===== config.mk =====
export PLATFORM = sky130hd
export DESIGN_NAME = tdm_demux_rx_flat
export DESIGN_NICKNAME = d
export VERILOG_FILES = /design/src/rtl/tdm_demux_rx_if.sv /design/src/rtl/tdm_demux_rx.sv /design/src/flat_wrapper.sv
export SDC_FILE = /design/constraint.sdc
export NUM_CORES = 1
export LEC_CHECK = 0
export ABC_AREA = 1
export CAP_MARGIN = 0
export CORE_UTILIZATION = 50
export DETAILED_ROUTE_END_ITERATION = 10
export HOLD_SLACK_MARGIN = 0.12
export PLACE_DENSITY = 0.95
export SLEW_MARGIN = 25
export SYNTH_ARGS = -nofsm -noshare
export SYNTH_HDL_FRONTEND = slang
export SYNTH_SLANG_ARGS = --single-unit

===== constraint.sdc =====
create_clock -name clk -period 3 [get_ports clk]
set_input_delay 0.6 -clock clk [delete_from_list [all_inputs] [get_ports clk]]
set_output_delay 0.6 -clock clk [all_outputs]
set_load 0.02 [all_outputs]

===== src/rtl/tdm_demux_rx_if.sv =====
// tdm_demux_rx_if: bundle between a TDM sample source and the demux receiver.
//   in_data/in_valid/in_sof : one slot per beat from the serializer
//   out_data                : N channel registers, channel k at [k*W +: W]
//   out_valid               : one-hot write strobe per channel
//   frame_done/sync_err     : frame-complete and alignment-loss pulses
//   locked                  : receiver is frame-aligned
// master = the source/consumer side, slave = the receiver.
interface tdm_demux_rx_if #(
  parameter int W = 8,
  parameter int N = 4
);
  logic [W-1:0]   in_data;
  logic           in_valid;
  logic           in_sof;
  logic [N*W-1:0] out_data;
  logic [N-1:0]   out_valid;
  logic           frame_done;
  logic           sync_err;
  logic           locked;

  modport master (
    output in_data, in_valid, in_sof,
    input  out_data, out_valid, frame_done, sync_err, locked
  );
  modport slave (
    input  in_data, in_valid, in_sof,
    output out_data, out_valid, frame_done, sync_err, locked
  );
endinterface


===== src/rtl/tdm_demux_rx.sv =====
// tdm_demux_rx: TDM demultiplexer, receive side.
//   Takes one channel sample per valid beat (slot 0 marked by in_sof) and
//   steers it into that channel's output register. A slot counter plus a
//   HUNT/LOCKED FSM tracks frame alignment; frame_done pulses when the last
//   slot lands, sync_err pulses on an early or missing start-of-frame.
// Ports:
//   clk  - rising-edge clock
//   rst  - synchronous, active-high reset
//   bus  - tdm_demux_rx_if.slave (sample stream in, channel registers out)
// All outputs are registered; a beat taken on edge t shows after edge t.

// Per-channel holding register: loads when its slot is written, else holds.
module tdm_demux_lane #(
  parameter int W = 8
) (
  input  logic         clk,
  input  logic         rst,
  input  logic         en,
  input  logic [W-1:0] din,
  output logic [W-1:0] q
);
  always_ff @(posedge clk) begin
    if (rst)     q <= '0;
    else if (en) q <= din;
  end
endmodule

module tdm_demux_rx #(
  parameter int W = 8,
  parameter int N = 4
) (
  input  logic              clk,
  input  logic              rst,
  tdm_demux_rx_if.slave     bus
);
  localparam int SW = $clog2(N);
  localparam logic [SW-1:0] LAST = SW'(N-1);

  typedef enum logic {HUNT, LOCKED} state_t;

  state_t              state, nxt_state;
  logic [SW-1:0]       slot, nxt_slot;
  logic [N-1:0]        wr_sel;
  logic                fd_nxt, se_nxt;
  logic [N-1:0]        ov_q;
  logic                fd_q, se_q, lock_q;
  logic [N-1:0][W-1:0] lane_q;

  // Beat decode: which channel (if any) this beat writes and where the
  // alignment tracker goes next.
  always_comb begin
    wr_sel    = '0;
    nxt_state = state;
    nxt_slot  = slot;
    fd_nxt    = 1'b0;
    se_nxt    = 1'b0;
    if (bus.in_valid) begin
      if (state == HUNT) begin
        // Non-SOF beats while hunting are dropped without complaint.
        if (bus.in_sof) begin
          wr_sel[0] = 1'b1;
          nxt_slot  = SW'(1);
          nxt_state = LOCKED;
        end
      end else if (bus.in_sof) begin
        // SOF always restarts the frame; arriving mid-frame is an error but
        // the beat is still accepted as slot 0.
        se_nxt    = (slot != '0);
        wr_sel[0] = 1'b1;
        nxt_slot  = SW'(1);
      end else if (slot == '0) begin
        // Expected SOF never came: alignment is lost.
        se_nxt    = 1'b1;
        nxt_state = HUNT;
      end else begin
        wr_sel[slot] = 1'b1;
        if (slot == LAST) begin
          fd_nxt   = 1'b1;
          nxt_slot = '0;
        end else begin
          nxt_slot = slot + SW'(1);
        end
      end
    end
  end

  always_ff @(posedge clk) begin
    if (rst) begin
      state  <= HUNT;
      slot   <= '0;
      ov_q   <= '0;
      fd_q   <= 1'b0;
      se_q   <= 1'b0;
      lock_q <= 1'b0;
    end else begin
      state  <= nxt_state;
      slot   <= nxt_slot;
      ov_q   <= wr_sel;
      fd_q   <= fd_nxt;
      se_q   <= se_nxt;
      lock_q <= (nxt_state == LOCKED);
    end
  end

  for (genvar k = 0; k < N; k++) begin : g_lane
    tdm_demux_lane #(.W(W)) u_lane (
      .clk (clk),
      .rst (rst),
      .en  (wr_sel[k]),
      .din (bus.in_data),
      .q   (lane_q[k])
    );
  end

  assign bus.out_data   = lane_q;
  assign bus.out_valid  = ov_q;
  assign bus.frame_done = fd_q;
  assign bus.sync_err   = se_q;
  assign bus.locked     = lock_q;
endmodule


===== src/flat_wrapper.sv =====
// flat-port wrapper written by rule: the top's interface ports become plain ports
module tdm_demux_rx_flat 
#(
  parameter int W = 8,
  parameter int N = 4
)
  (clk, rst, bus_in_data, bus_in_valid, bus_in_sof, bus_out_data, bus_out_valid, bus_frame_done, bus_sync_err, bus_locked);
  tdm_demux_rx_if #(.W(W), .N(N)) bus_i ();
  input  logic clk;
  input  logic rst;
  input wire logic [$bits(bus_i.in_data)-1:0] bus_in_data;
  input wire logic [$bits(bus_i.in_valid)-1:0] bus_in_valid;
  input wire logic [$bits(bus_i.in_sof)-1:0] bus_in_sof;
  output wire logic [$bits(bus_i.out_data)-1:0] bus_out_data;
  output wire logic [$bits(bus_i.out_valid)-1:0] bus_out_valid;
  output wire logic [$bits(bus_i.frame_done)-1:0] bus_frame_done;
  output wire logic [$bits(bus_i.sync_err)-1:0] bus_sync_err;
  output wire logic [$bits(bus_i.locked)-1:0] bus_locked;
  assign bus_i.in_data = bus_in_data;
  assign bus_i.in_valid = bus_in_valid;
  assign bus_i.in_sof = bus_in_sof;
  assign bus_out_data = bus_i.out_data;
  assign bus_out_valid = bus_i.out_valid;
  assign bus_frame_done = bus_i.frame_done;
  assign bus_sync_err = bus_i.sync_err;
  assign bus_locked = bus_i.locked;
  tdm_demux_rx #(.W(W), .N(N)) u_core (.clk(clk), .rst(rst), .bus(bus_i));
endmodule

Word level (Yosys, flattened, before mapping)
Index checks and enable logic that the tools add are counted.
- bits in writable memories: 0
- memory bits (read-only): 0
- bits in registers: 41
- memories: 0
- bits in latches: 0
- output and inout port bits: 39
- reductions and logical operators: 7
- $lt $le $gt $ge: 2
- div/mod/pow operators: 0
- add/subtract/negate cells: 1
- bitwise operators: 2
- equality and inequality tests: 2
- multiplexer cells: 20
- shift-type cells: 0
- $mul: 0
- operators by type and width (cell ; count):
    $mux 1 ; 10
    $mux 2 ; 5
    $mux 4 ; 2
    $mux 3 ; 2
    $reduce_or 5->1 ; 1
    $reduce_bool 2->1 ; 2
    $lt 2x3->1 const B ; 1
    $reduce_and 3->1 ; 1
    $reduce_or 3->1 ; 1
    $add 2x1->2 const B ; 1
    $demux 1 s2 ; 1
    $eq 2x2->1 const B ; 1
    $ge 2x1->1 const B ; 1
    $logic_not 2->1 ; 1
    $ne 2x2->1 const B ; 1
    $not 1->1 ; 2
    $logic_and 1x1->1 ; 1

Logic depth before layout (Yosys ltp)
Gate-level depths: netlist of run 1.
- word-level depth: 8
- depth in mapped cells: 8
- mapped depth without buffers: 8

Modules after synthesis
Synthesis of run 1 repeated with hierarchy kept, for this count alone.
- cells, all modules: 258
- area total of the unflattened synthesis: 1823.0 sq um
- modules (own cells, without submodules) (module ; cells each ; area each (sq um) ; sequential area each (sq um) ; times used):
    tdm_demux_lane ; 51 ; 341.6 ; 160.2 ; 4
    tdm_demux_rx ; 54 ; 456.7 ; 180.2 ; 1

Worst setup path before layout of run 1
Ideal clock, no wire load.
- path kind: input -> register
- start point: input bus_in_sof
- end point: register u_core.slot[0]
- slack: 1621 ps
- cell stages on the path: 7
- setup time: 113 ps
- data arrival time: 1267 ps
- path through: buf_6 inv_1 ha_1 inv_1 nand2_1 nor2_1 nor2_1
- cells in the longest elaborated chain, start to end: 2
- elaborated cells between the ends (all ways): 5
- those cells by class: eq/ne (1); mux (2); reduce/logical (2)
- ends and longest elaborated chain (what ; RTL line ; RTL):
    start: declaration ; flat_wrapper.sv:13 ; input wire logic [$bits(bus_i.in_sof)-1:0] bus_in_sof;
    $ne 2x2->1 (no line) (tied with other cells) ; -- ;
    $reduce_and 3->1 (no line) / $mux 2 (equally long branches) ; -- ;
    end signal: assignment ; tdm_demux_rx.sv:97 ; slot <= nxt_slot;
    end: declaration ; tdm_demux_rx.sv:42 ; logic [SW-1:0] slot, nxt_slot;
Parallel ways exist; a longest one is shown, timed or not.
A chain may end at the register's enable or synchronous reset.

Worst setup path in the final report of run 1
- start point: register u_core.lock_q, in the netlist u_core.bus.locked
- end point: output bus_locked
- RTL lines (what ; RTL line ; RTL):
    start: declaration ; tdm_demux_rx.sv:46 ; logic fd_q, se_q, lock_q;
    start signal: assignment ; tdm_demux_rx.sv:101 ; lock_q <= (nxt_state == LOCKED);
    end: declaration ; flat_wrapper.sv:18 ; output wire logic [$bits(bus_i.locked)-1:0] bus_locked;
No word-level cell between the ends.

==> impl_metrics.toml, run 1 <==
[clock_tree]
tritoncts = "yes"
worst_skew_pair.late_latency_ps = 350
clkTransAtPathRegs_ps = 120
cts-hold-fix-buffers = 0
cts_repair_resize_count = 0
cts_post_setup_buffers_inserted = 0
clk_root_buffer_cell = "clkbuf_4"
cts_buffer_depth = 2
cts.sink_count = 41
clock_tree.htree_level_count = 2
cts_inserted_buffers = 5

[timing]
slew_violations = 0
final_min_period_over_clock_period = 0.665
fin_worst_skew_ps = 6.06
timing_hold_violations_final = 0
fin_hold_ws_ps = 483
fmax_ghz = 0.501
finish_stage_setup_viols = 0
fin_crit_ps = 1990
rsz0062_at_grt = "no"
fin_setup_tns_ps = 0
worst_slew_margin_rel = 0.547
worst-slew-pin-transition_ps = 678
final.setup.worst_slack_ps = 1010

[floorplanning]
die_w_microns = 60.4
die_area_sq_um = 3640
die_h_microns = 60.4
floorplan.io_pins = 51
placeableCoreArea_sq_um = 3150
fp-row-count = 20
starting_utilization_of_the_core_area = 0.540

[critical_path]
timing.critical_path.fanout_max = 4
crit_type = "reg -> out"
worstPathCellList = "clkdlybuf4s50_1"
crit_path_end_kind = "output port"
rrSetupSlack_ps = 1410
worst-endpoint-arrival_ps = 1390
cp_top_family = "buffers and inverters"
critical-path-slowest-cell = "clkdlybuf4s50_1"
critPathBufInv = 1
cp_slowest_stage_delay_ps = 630
timing.critical_path.from_type = "flop"
worst_ep_required_time_ps = 2400

[status]
outcome = "completed"

[routing]
dr_total_vias = 1586
routed_wire_length_per_instance_microns = 12.6
routed_wirelength_microns = 3950
drt_drc_violations_left = 0
first_iter_violations = 77
avgViaCountPerCell = 5.05
first_pass_iters = 4
route.antenna.remaining_nets = 0

[yosys]
syn_area_sq_um = 1700
mappedNetlistNets = 235
asyncSetResetFlopFracSynth = 0
synth_seq_area_share = 0.482
synthTopCellsByArea = "dfxtp_1, nor2_1, nand3_1"
synth.ff_latch_count = 41
syn_avg_cell_area_sq_um = 7.85
post-synth-top-area-cell = "dfxtp_1"
synth.lib_cells_used.distinct = 19
share_of_the_synthesized_area_in_the_top_cell_type = 0.482
ys.flop_type = "dfxtp_1"
syn-instance-count = 217
synth_common_cells = "nor2_1, dfxtp_1, nand2_1"
synth-edff-count = 0
cell_with_the_most_instances_after_synthesis = "nor2_1"
ys.warnings.count = 0

[placed_design]
port-buffer-count = 50
dp_hpwl_microns = 2850
detailedPlace.worstSlack_ps = 770
gp_congestion = 0.809

[job]
cap_violations = 0

[min_path]
holdCritPathClass = "reg -> reg"

[power]
worst_ir_drop_vdd_v = 0.000273
power_per_cell_area_nw_per_um2 = 443
leakage_nw = 0.954

[cells_and_area]
post_route_cells_drive_above_1_share = 0.0778
layout_nets = 287
antenna-diode-count = 0
area_added_between_synthesis_and_finish_pct = 34.5

[global_routing]
grt.total_usage = 0.254
antenna_found_initial = 0
grt_pass1_vias = 1534
overflow = 0
global_route_wire_length_before_repair_microns = 6810
maximum_number_of_pins_on_one_net_before_global_route_repair = 36
==> power by group <==
group	internal [mW]	leakage [nW]	switching, mW
clock	0.136	0.0413	0.174
sequential	0.558	0.333	0.0101
combinational	0.0539	0.580	0.0829
total	0.748	0.954	0.267
==> registers in the layout, indices dropped and copies added, names as in the netlist <==
signal	cells
u_core.bus.frame_done	1
u_core.bus.locked	1
u_core.bus.out_valid	4
u_core.bus.sync_err	1
u_core.g_lane.u_lane.q	32
u_core.slot	2
==> layout by cell type, fill, tap and decap left out, drive strengths merged, types with 3 or more instances in the layout <==
cell type,netlist,final
dfxtp,41,41
nand2,32,32
inv,18,18
buf,8,3
nand3,26,26
a21oi,10,10
clkdlybuf4s50,0,50
nor3,5,5
nor2,57,57
o21ai,10,10
ha,6,6
nor4,3,3
clkbuf,0,7
==> worst paths after layout <==
path | startpoint | to | cells after the start
setup / recovery | u_core.bus.locked | bus_locked | 1
hold / removal | u_core.g_lane[1].u_lane.q[2] | u_core.g_lane[1].u_lane.q[2] | 2
setup reg to reg | u_core.bus.locked | u_core.g_lane[1].u_lane.q[4] | 6
hold reg to reg | u_core.g_lane[1].u_lane.q[2] | u_core.g_lane[1].u_lane.q[2] | 2
==> cell families after synthesis <==
| family | count (synthesis) | synth area share |
|---|---|---|
| simple gates | 123 | 0.333 |
| flops | 41 | 0.482 |
| buf+inv | 27 | 0.0779 |
| compound gates | 20 | 0.0632 |
| fa+ha+maj | 6 | 0.0441 |
==> per-layer routing <==
metal  track usage  up-vias  part of all wire
met2         0.427       69              0.49
met5             0        -                 0
met3        0.0426        8             0.072
met1         0.315      711              0.42
li1              -      798                 -
met4         0.126        0             0.018
==> area by class of cell <==
type	instances	area, sq um
fill	234	863
sequential	41	821
multi-input combinational	149	749
timing repair buffer	53	523
inverter	19	71.3
clock buffer	7	65.1
tap	44	55.1
clock inverter	1	5.00
==> metrics by stage <==
| step | std cells | power [mW] | instance area [sq um] | util |
|---|---|---|---|---|
| after floorplan | 217 | 0.663 | 1700 | - |
| after global placement | 306 | 0.711 | 2220 | 0.704 |
| after detailed placement | 306 | 0.715 | 2220 | 0.704 |
| after CTS | 314 | 1.02 | 2290 | 0.726 |
| after global routing | 314 | 1.06 | 2290 | 0.726 |
| final | 314 | 1.01 | 2290 | 0.726 |
(Power assumes the default switching activity.)
==> run 2: changes to the inputs <==
- CORE_UTILIZATION: 50 -> 46
- PLACE_DENSITY: 0.95 -> 0.89
- clock period: 3 -> 2.01 ns (I/O delays scaled with it)
==> impl_metrics.toml, run 2 (synthesized netlist as in run 1, its figures left out) <==
[cells_and_area]
antenna-diode-count = 0
largest_register_ffs = 32
post_route_cells_drive_above_1_share = 0.0775
filler_cell_count = 280
area_added_between_synthesis_and_finish_pct = 36.4
largest-register = "u_core.g_lane.u_lane.q"
layout_nets = 289
top_library_cells_by_usage_in_the_layout_fill_and_taps_aside = "nor2_1, clkdlybuf4s50_1, dfxtp_1, nand2_1, nand3_1"
most_frequent_standard_cell_in_the_layout_excluding_fill_and_tap_cells = "nor2_1"

[global_routing]
grt.total_usage = 0.216
overflow = 0
maximum_number_of_pins_on_one_net_before_global_route_repair = 25
grt_pass1_vias = 1391
antenna_found_initial = 0
global_route_wire_length_before_repair_microns = 6420

[status]
outcome = "completed"

[routing]
drt_drc_violations_left = 0
route.antenna.remaining_nets = 0
routed_wirelength_microns = 3870
first_iter_violations = 105
wl_met1_microns = 1690
routed-wl-met2_microns = 1790
first_pass_iters = 4
top_signal_layer_used = "met4"
avgViaCountPerCell = 5.00
dr_wl_met3_microns = 247
dr_total_vias = 1586
routed_wire_length_per_instance_microns = 12.2

[timing]
slew_violations = 0
timing_hold_violations_final = 0
worst_slew_margin_rel = 0.768
final.setup.worst_slack_ps = 307
fin_crit_ps = 1700
fmax_ghz = 0.587
finish_stage_setup_viols = 0
fin_setup_tns_ps = 0
rsz0062_at_grt = "no"
worst-slew-pin-transition_ps = 347
final_min_period_over_clock_period = 0.847
fin_worst_skew_ps = 3.13

[floorplanning]
placeableCoreArea_sq_um = 3440
die_w_microns = 62.8
floorplan.io_pins = 51
fp-row-count = 21
starting_utilization_of_the_core_area = 0.495
die_area_sq_um = 3950
die_h_microns = 62.8

[power]
worst_ir_drop_vdd_v = 0.000399
leakage_nw = 0.968
power_per_cell_area_nw_per_um2 = 681

[job]
cap_violations = 0

[clock_tree]
cts_buffer_depth = 2
cts-hold-fix-buffers = 0
cts.sink_count = 41
clk_root_buffer_cell = "clkbuf_8"
cts_inserted_buffers = 5
cts_post_setup_buffers_inserted = 0
clock_tree.htree_level_count = 2
clkTransAtPathRegs_ps = 70
cts_repair_resize_count = 0
worst_skew_pair.late_latency_ps = 290
tritoncts = "yes"

[critical_path]
worst_ep_required_time_ps = 1610
cp_top_family = "buffers and inverters"
timing.critical_path.fanout_max = 2
critical-path-slowest-cell = "clkdlybuf4s50_1"
crit_type = "reg -> out"
crit_path_end_kind = "output port"
worstPathCellList = "clkdlybuf4s50_1"
critPathBufInv = 1
cp_slowest_stage_delay_ps = 630
worst-endpoint-arrival_ps = 1300
timing.critical_path.from_type = "flop"

[placed_design]
detailedPlace.worstSlack_ps = 284
gp_congestion = 0.796
dp_hpwl_microns = 2730
port-buffer-count = 50

[min_path]
holdCritPathClass = "reg -> reg"
## run 2: changes by cell type in the layout (fill, tap and decap cells not counted)
cell      change
buf_4         +2
clkbuf_1      +1
clkbuf_4      -5
clkbuf_8      +4
clkinv_2      -1
## run 2: routing by layer
metal,up-vias,GRT usage
met5,-,0
met4,0,0.157
met3,11,0.0493
met2,63,0.340
met1,710,0.256
li1,802,-
## run 2: tightest hold or removal path, cell delays in order, from the launching register on
cell and delay (ps):
dfxtp_1 330, nor2_1 50, nor2_1 70
## run 2: per-stage QoR
stage	hold WS, ps	instances	power (mW)	util	area [sq um]
5_1_grt	505	317	1.67	0.675	2320
3_3_place_gp	451	310	1.07	0.650	2240
3_5_place_dp	459	310	1.07	0.650	2240
2_1_floorplan	474	217	0.989	-	1700
6_report	472	317	1.58	0.675	2320
4_1_cts	477	317	1.60	0.675	2320
## run 2: worst paths after layout
path                                start                           end  slack [ps]  depth (start not counted)
max          u_core.g_lane[0].u_lane.q[7]               bus_out_data[7]         310                          1
min          u_core.g_lane[3].u_lane.q[0]  u_core.g_lane[3].u_lane.q[0]         470                          2
max reg2reg                u_core.slot[0]                u_core.slot[0]         640                          7
min reg2reg  u_core.g_lane[3].u_lane.q[0]  u_core.g_lane[3].u_lane.q[0]         470                          2
## run 2: report_power, final
group          switching [mW]  internal [mW]
Combinational           0.125         0.0828
Sequential             0.0145          0.833
Clock                   0.257          0.272
## run 2: cell type report
type / count / area (sq um) / share of cell area
tap: 46 / 57.6 / 0.0248
sequential: 41 / 821 / 0.353
timing repair buffer: 55 / 538 / 0.232
inverter: 19 / 71.3 / 0.0307
multi-input combinational: 149 / 749 / 0.323
clock buffer: 7 / 86.3 / 0.0372
